File: config.mk
export PLATFORM = sky130hd
export DESIGN_NAME = circle_buf_reader
export DESIGN_NICKNAME = d
export VERILOG_FILES = /design/src/rtl/circle_buf_reader_pkg.sv /design/src/rtl/circle_buf_reader_fifo.sv /design/src/rtl/circle_buf_reader.sv
export SDC_FILE = /design/constraint.sdc
export NUM_CORES = 1
export LEC_CHECK = 0
export ABC_AREA = 1
export ABC_CLOCK_PERIOD_IN_PS = 3280
export CAP_MARGIN = 20
export CORE_UTILIZATION = 45
export DETAILED_ROUTE_END_ITERATION = 10
export PLACE_DENSITY = 0.67
export SLEW_MARGIN = 20
export SYNTH_ARGS = -nofsm -noshare
export SYNTH_HDL_FRONTEND = slang
export SYNTH_SLANG_ARGS = --single-unit
File: constraint.sdc
create_clock -name clk -period 3.28 [get_ports clk]
set_input_delay 0.492 -clock clk [delete_from_list [all_inputs] [get_ports clk]]
set_output_delay 0.492 -clock clk [all_outputs]
set_load 0.02 [all_outputs]
File: src/rtl/circle_buf_reader_pkg.sv
// circle_buf_reader_pkg
//   Shared definitions for the circular-buffer readout sequencer:
//   FSM state encoding, header bit positions and FIFO entry field offsets.
//   FIFO entry layout is {first, last, data[dw-1:0]}.

package circle_buf_reader_pkg;

    typedef enum logic [2:0] {
        ST_IDLE   = 3'd0,
        ST_HDR    = 3'd1,
        ST_READ   = 3'd2,
        ST_REWIND = 3'd3,
        ST_DRAIN  = 3'd4
    } state_t;

    // Replay marker sits in the MSB of the header word.
    function automatic int hdr_replay_bit(input int dw);
        return dw - 1;
    endfunction

    // FIFO entry flag positions, just above the data field.
    function automatic int fe_last_bit(input int dw);
        return dw;
    endfunction

    function automatic int fe_first_bit(input int dw);
        return dw + 1;
    endfunction

endpackage

File: src/rtl/circle_buf_reader_fifo.sv
// circle_buf_reader_fifo
//   Small synchronous FIFO with registered storage and an occupancy count.
//   Ports:
//     clk, reset_n      clock, async active-low reset (pointers/count cleared)
//     i_push/i_push_data write request; ignored when full
//     i_pop             read request; ignored when empty
//     o_data            head entry (valid when o_valid)
//     o_valid           FIFO non-empty
//     o_count           occupancy, 0 .. 2^AW
//     o_full            occupancy == 2^AW

module circle_buf_reader_fifo #(
    parameter int WIDTH = 18,
    parameter int AW    = 2
) (
    input  logic             clk,
    input  logic             reset_n,
    input  logic             i_push,
    input  logic [WIDTH-1:0] i_push_data,
    input  logic             i_pop,
    output logic [WIDTH-1:0] o_data,
    output logic             o_valid,
    output logic [AW:0]      o_count,
    output logic             o_full
);

    localparam int DEPTH = 1 << AW;

    logic [WIDTH-1:0] r_mem [DEPTH];
    logic [AW-1:0]    r_wptr;
    logic [AW-1:0]    r_rptr;
    logic [AW:0]      r_count;
    logic             w_do_push;
    logic             w_do_pop;

    assign o_full    = (r_count == (AW+1)'(DEPTH));
    assign o_valid   = (r_count != '0);
    assign o_count   = r_count;
    assign o_data    = r_mem[r_rptr];
    assign w_do_push = i_push & ~o_full;
    assign w_do_pop  = i_pop & o_valid;

    // Storage needs no reset; validity is tracked by the count.
    always_ff @(posedge clk) begin
        if (w_do_push)
            r_mem[r_wptr] <= i_push_data;
    end

    always_ff @(posedge clk or negedge reset_n) begin
        if (!reset_n) begin
            r_wptr  <= '0;
            r_rptr  <= '0;
            r_count <= '0;
        end else begin
            if (w_do_push)
                r_wptr <= r_wptr + AW'(1);
            if (w_do_pop)
                r_rptr <= r_rptr + AW'(1);
            case ({w_do_push, w_do_pop})
                2'b10:   r_count <= r_count + (AW+1)'(1);
                2'b01:   r_count <= r_count - (AW+1)'(1);
                default: r_count <= r_count;
            endcase
        end
    end

endmodule

File: src/rtl/circle_buf_reader.sv
// circle_buf_reader
//   Readout sequencer for the read side of a double-banked circular capture
//   buffer. Waits for a full bank, emits a header word, strobes the bank out
//   word by word and streams everything through a small output FIFO.
//   Supports replay (rewind and re-read the current bank).
//   Ports:
//     clk, reset_n          clock (buffer rclk), async active-low reset
//     enable                start readout (sampled in IDLE)
//     replay                one-cycle request to re-read the current bank
//     r_bank_available      buffer holds a complete bank
//     r_addr                buffer read address (sanity check at header)
//     data_r/data_gate_out  buffer read data, valid one cycle after stb_r
//     stb_r, rewind         buffer read strobe / read-address reset pulse
//     m_data/m_valid/m_ready/m_first/m_last   output stream
//     frame_count           completed frames, wraps at 2^16
//     sync_err              sticky error flag

module circle_buf_reader
    import circle_buf_reader_pkg::*;
#(
    parameter int aw      = 13,
    parameter int dw      = 16,
    parameter int fifo_aw = 2
) (
    input  logic          clk,
    input  logic          reset_n,
    input  logic          enable,
    input  logic          replay,
    input  logic          r_bank_available,
    input  logic [aw-1:0] r_addr,
    input  logic [dw-1:0] data_r,
    input  logic          data_gate_out,
    output logic          stb_r,
    output logic          rewind,
    output logic [dw-1:0] m_data,
    output logic          m_valid,
    input  logic          m_ready,
    output logic          m_first,
    output logic          m_last,
    output logic [15:0]   frame_count,
    output logic          sync_err
);

    localparam int          DEPTH      = 1 << fifo_aw;
    localparam int          CW         = fifo_aw + 2;
    localparam int          FE_W       = dw + 2;
    localparam int          FE_LAST    = fe_last_bit(dw);
    localparam int          FE_FIRST   = fe_first_bit(dw);
    localparam int          REPLAY_BIT = hdr_replay_bit(dw);
    localparam logic [aw:0] LAST_IDX   = {1'b0, {aw{1'b1}}};

    state_t           r_state;
    state_t           w_next;
    logic [aw:0]      r_rcnt;
    logic             r_inflight;
    logic             r_replay_pend;
    logic             r_replay_flag;
    logic [15:0]      r_frame_count;
    logic             r_sync_err;

    logic [fifo_aw:0] w_fifo_count;
    logic             w_fifo_full;
    logic             w_fifo_valid;
    logic [FE_W-1:0]  w_fifo_head;
    logic             w_push;
    logic [FE_W-1:0]  w_push_data;
    logic             w_pop;
    logic             w_credit_ok;
    logic             w_hdr_push;
    logic             w_last_stb;
    logic             w_frame_done;
    logic             w_abort;
    logic [dw-1:0]    w_hdr;

    // Count the word already requested from the buffer as occupied, so a
    // returning word always finds a free slot.
    assign w_credit_ok = ({1'b0, w_fifo_count} + CW'(r_inflight)) < CW'(DEPTH);

    always_comb begin
        w_hdr             = '0;
        w_hdr[dw-2:0]     = (dw-1)'(r_frame_count);
        w_hdr[REPLAY_BIT] = r_replay_flag;
    end

    always_ff @(posedge clk or negedge reset_n) begin
        if (!reset_n)
            r_state <= ST_IDLE;
        else
            r_state <= w_next;
    end

    always_comb begin
        w_next     = r_state;
        stb_r      = 1'b0;
        rewind     = 1'b0;
        w_hdr_push = 1'b0;
        case (r_state)
            ST_IDLE: begin
                if (enable && r_bank_available)
                    w_next = ST_HDR;
            end
            ST_HDR: begin
                // A returning data word owns the push port; defer the header.
                if (!w_fifo_full && !data_gate_out) begin
                    w_hdr_push = 1'b1;
                    w_next     = ST_READ;
                end
            end
            ST_READ: begin
                if (!r_bank_available) begin
                    w_next = ST_IDLE;
                end else if (r_replay_pend) begin
                    if (!r_inflight)
                        w_next = ST_REWIND;
                end else if (w_credit_ok) begin
                    stb_r = 1'b1;
                    if (r_rcnt == LAST_IDX)
                        w_next = ST_DRAIN;
                end
            end
            ST_REWIND: begin
                rewind = 1'b1;
                w_next = ST_HDR;
            end
            ST_DRAIN: begin
                if (!r_inflight)
                    w_next = ST_IDLE;
            end
            default: w_next = ST_IDLE;
        endcase
    end

    assign w_last_stb   = stb_r & (r_rcnt == LAST_IDX);
    assign w_frame_done = (r_state == ST_DRAIN) & ~r_inflight;
    assign w_abort      = (r_state == ST_READ) & ~r_bank_available;

    // Returning buffer words take priority; the word that lands in DRAIN is
    // the one fetched by the final strobe, so it carries the last flag.
    always_comb begin
        w_push      = 1'b0;
        w_push_data = '0;
        if (data_gate_out) begin
            w_push      = ~w_fifo_full;
            w_push_data = {1'b0, (r_state == ST_DRAIN), data_r};
        end else if (w_hdr_push) begin
            w_push      = 1'b1;
            w_push_data = {1'b1, 1'b0, w_hdr};
        end
    end

    always_ff @(posedge clk or negedge reset_n) begin
        if (!reset_n) begin
            r_rcnt        <= '0;
            r_inflight    <= 1'b0;
            r_replay_pend <= 1'b0;
            r_replay_flag <= 1'b0;
            r_frame_count <= '0;
            r_sync_err    <= 1'b0;
        end else begin
            r_inflight <= stb_r;

            if (w_hdr_push)
                r_rcnt <= '0;
            else if (stb_r)
                r_rcnt <= r_rcnt + (aw+1)'(1);

            // The final strobe hands the bank back, so a replay arriving
            // with it has nothing left to re-read.
            if (r_state != ST_READ)
                r_replay_pend <= 1'b0;
            else if (replay && !w_last_stb && r_bank_available)
                r_replay_pend <= 1'b1;

            if (r_state == ST_REWIND)
                r_replay_flag <= 1'b1;
            else if (w_frame_done || w_abort)
                r_replay_flag <= 1'b0;

            if (w_frame_done)
                r_frame_count <= r_frame_count + 16'd1;

            if ((data_gate_out && w_fifo_full) ||
                (w_hdr_push && (r_addr != '0)) ||
                w_abort)
                r_sync_err <= 1'b1;
        end
    end

    circle_buf_reader_fifo #(
        .WIDTH (FE_W),
        .AW    (fifo_aw)
    ) u_fifo (
        .clk         (clk),
        .reset_n     (reset_n),
        .i_push      (w_push),
        .i_push_data (w_push_data),
        .i_pop       (w_pop),
        .o_data      (w_fifo_head),
        .o_valid     (w_fifo_valid),
        .o_count     (w_fifo_count),
        .o_full      (w_fifo_full)
    );

    assign w_pop       = w_fifo_valid & m_ready;
    assign m_valid     = w_fifo_valid;
    assign m_data      = w_fifo_head[dw-1:0];
    assign m_first     = w_fifo_valid & w_fifo_head[FE_FIRST];
    assign m_last      = w_fifo_valid & w_fifo_head[FE_LAST];
    assign frame_count = r_frame_count;
    assign sync_err    = r_sync_err;

endmodule

==> flow_metrics.tcl, run 1 <==
set metrics [dict create \
    drv_cap 0 \
    grt_pass1_vias 4194 \
    gp_congestion 0.812 \
    drive_gt1_share_pct 11.0 \
    synth_edf_count 72 \
    hold_violations 0 \
    io_buffers 73 \
    core_um2 12000 \
    wire_per_inst_um 15.5 \
    numCtsBuffers 17 \
    relSlewSlack_pct 60.0 \
    finalCriticalPeriod_ps 2960 \
    slew_viol_final 0 \
    hp-class "primary input to asynchronous set/reset pin" \
    antenna_cells 0 \
    synthCells 572 \
    power.share.sequential_pct 34.0 \
    ant_nets 0 \
    r2r_start "u_fifo.o_count[0]$_DFFE_PN0P_" \
    cp.required_ps 2790 \
    synth-main-ff-cell "edfxtp_1" \
    p_sw_w 0.00207 \
    utilization_pct 58.8 \
    fin_nets 701 \
    tightestPinTransition_ps 593 \
    grt_use_total_pct 21.4 \
    max_freq_mhz 338 \
    clock_skew_ps 6.05 \
    p_int_w 0.00401 \
    synth.distinct_cells 36 \
    synth_top_area_cell "edfxtp_1" \
    finalSetupViolCount 0 \
    synthArstFlopShare_pct 37.9 \
    cts-hold-fix-buffers 0 \
    startpoint_type "flop" \
    path_class "flop to primary output" \
    grt_pass1_wl_um 20800 \
    dr.pass1.iters 4 \
    post_cts.repair.setup_buffers 0 \
    preCtsSetupSlack_ps 674 \
    p_per_area_nw_per_um2 863 \
    dieWidth_um 113 \
    hpwl_um 8580 \
    path_max_fanout 22 \
    swShare_pct 34.1 \
    finalPower_w 0.00608 \
    clk_pin_slew_ps 60 \
    cts_resized 0 \
    initial_core_util_pct 46.1 \
    power.share.clock_pct 32.7 \
    clock_latency_ps 400 \
    htree_levels 4 \
    synth-seq-cells 116 \
    drt-initial-drc-count 252 \
    seq_area_frac_synth_pct 59.2 \
    grt_max_degree 45 \
    r2r_slack_ps 1130 \
    place_area_um2 6400 \
    cts_tree "yes" \
    ys_warn_count 0 \
    viasPerCell 5.21 \
    yosysTopAreaCellShare_pct 39.2 \
    die-height_um 113 \
    pin_count 74 \
    cts_sinks 116 \
    netlist_area_um2 5510 \
    setup_tns_ps 0 \
    worstSetupEndpointType "primary output" \
    design_area_um2 7040 \
    worstPathArrival_ps 2470 \
    status "finished, final reports clean" \
    rows 40 \
    layout_common_cells "nand2_1, nor2_1, clkdlybuf4s50_1, edfxtp_1, o21ai_0" \
    synth_area_leaders "edfxtp_1, dfrtp_1, nand2_1" \
    reg2reg_depth 9 \
    rsz0062_at_grt "false" \
    peakVddDrop_mv 0.396 \
    clock-root-buffer "clkbuf_16" \
    wirelength_um 12700 \
    final_common_cell "nand2_1" \
    fillCellCount 998 \
    overflow 0 \
    cts_buffer_depth 2 \
    r2r-end "u_fifo.o_count[2]$_DFFE_PN0P_" \
    period_share_pct 90.2 \
    worst_slack_ps 321 \
    dr_total_vias 4253 \
    cellLeakagePower_nw 2.80 \
    syn2layout_area_growth_pct 27.8 \
    dieArea_um2 12700 \
    p_comb_share_pct 33.3 \
    drc 0 \
    synth_nets 616 \
    antenna_found_initial 0 \
    synth_area_per_cell_um2 9.63 \
]
## registers in the layout (all words and copies together), names as in the netlist
name and count:
u_fifo.r_mem 72, frame_count 16, r_rcnt 14, r_state 3, u_fifo.o_count 3, u_fifo.r_rptr 2
u_fifo.r_wptr 2, r_inflight 1, r_replay_flag 1, r_replay_pend 1, sync_err 1
## logic make-up after synthesis
logic type               after synthesis  synth area share, %
AO/OA/AOI/OAI                         93                 9.27
buffers and inverters                 78                 5.88
flip-flops                           116                 59.2
adder cells (fa/ha/maj)                8                 1.95
XOR/XNOR                              14                 2.23
AND/OR/NAND/NOR                      263                 21.4
## cells in the mapped netlist, types with 2 or more instances
cell type / n
nand2_1: 111
nor2_1: 81
edfxtp_1: 72
o21ai_0: 59
inv_1: 56
dfrtp_1: 44
nand3_1: 24
o22ai_1: 16
nor3_1: 13
xor2_1: 13
nand4_1: 11
a21oi_1: 8
clkbuf_1: 8
nor2_2: 8
ha_1: 7
o21ai_2: 6
inv_2: 4
nand3_2: 4
buf_2: 3
nor3_2: 3
o21ai_1: 3
buf_1: 2
buf_6: 2
nand2_2: 2
## area by class of cell
type	instances	area [µm²]	area share, %
Inverter	61	229	3.25
Multi-Input combinational cell	378	1920	27.3
Clock buffer	18	439	6.24
Tap cell	147	184	2.61
Sequential cell	116	3260	46.4
Clock inverter	14	199	2.83
Timing Repair Buffer	83	803	11.4
## per-stage QoR
step | std cells | hold WS, ps
finish | 817 | 86.2
global route | 817 | 122
CTS | 817 | 292
detailed placement | 785 | 482
global placement | 785 | 471
floorplan | 572 | 196
## metal layers
| metal | GRT usage (%) | up-vias | part of all wire [%] | wire length, µm |
|---|---|---|---|---|
| li1 | - | 2102 | - | - |
| met1 | 26.4 | 2041 | 42 | 5320 |
| met2 | 37.0 | 102 | 52 | 6620 |
| met3 | 5.13 | 8 | 5.3 | 673 |
| met4 | 6.93 | 0 | 0.57 | 72 |
| met5 | 0 | - | 0 | 0 |
## power groups by stage
stage	Combinational [W]	Sequential, W	Clock [W]
5_1_grt	0.00222	0.00210	0.00208
2_1_floorplan	0.00125	0.00207	0
4_1_cts	0.00204	0.00207	0.00201
3_5_place_dp	0.00202	0.00209	0
6_report	0.00202	0.00207	0.00199
3_3_place_gp	0.00197	0.00208	0
## critical path, stage by stage, from the launching register on
cell             delay, ps
dfrtp_1                340
clkinv_1               460
buf_4                  390
o21ai_0                210
a21oi_1                110
clkdlybuf4s50_1        540
## worst max-delay path by stage
| stage | from | end | cells after the start |
|---|---|---|---|
| 2_1_floorplan | r_state[2]$_DFFE_PN0P_ | u_fifo.r_mem[0][0]$_DFFE_PP_ | 3 |
| 3_3_place_gp | r_bank_available | stb_r | 6 |
| 3_5_place_dp | r_bank_available | stb_r | 6 |
| 4_1_cts | u_fifo.r_rptr[0]$_DFFE_PN0P_ | m_data[2] | 5 |
| 5_1_grt | u_fifo.r_rptr[0]$_DFFE_PN0P_ | m_first | 5 |
| 6_report | u_fifo.r_rptr[0]$_DFFE_PN0P_ | m_last | 5 |
(Power assumes the default switching activity.)
==> run 2, diff against run 1 <==
Settings changed: CTS_CLUSTER_SIZE from default to 25, TNS_END_PERCENT from default to 100.
==> results of run 2 <==
The final DEF is identical to that of run 1; final timing and power are the same.
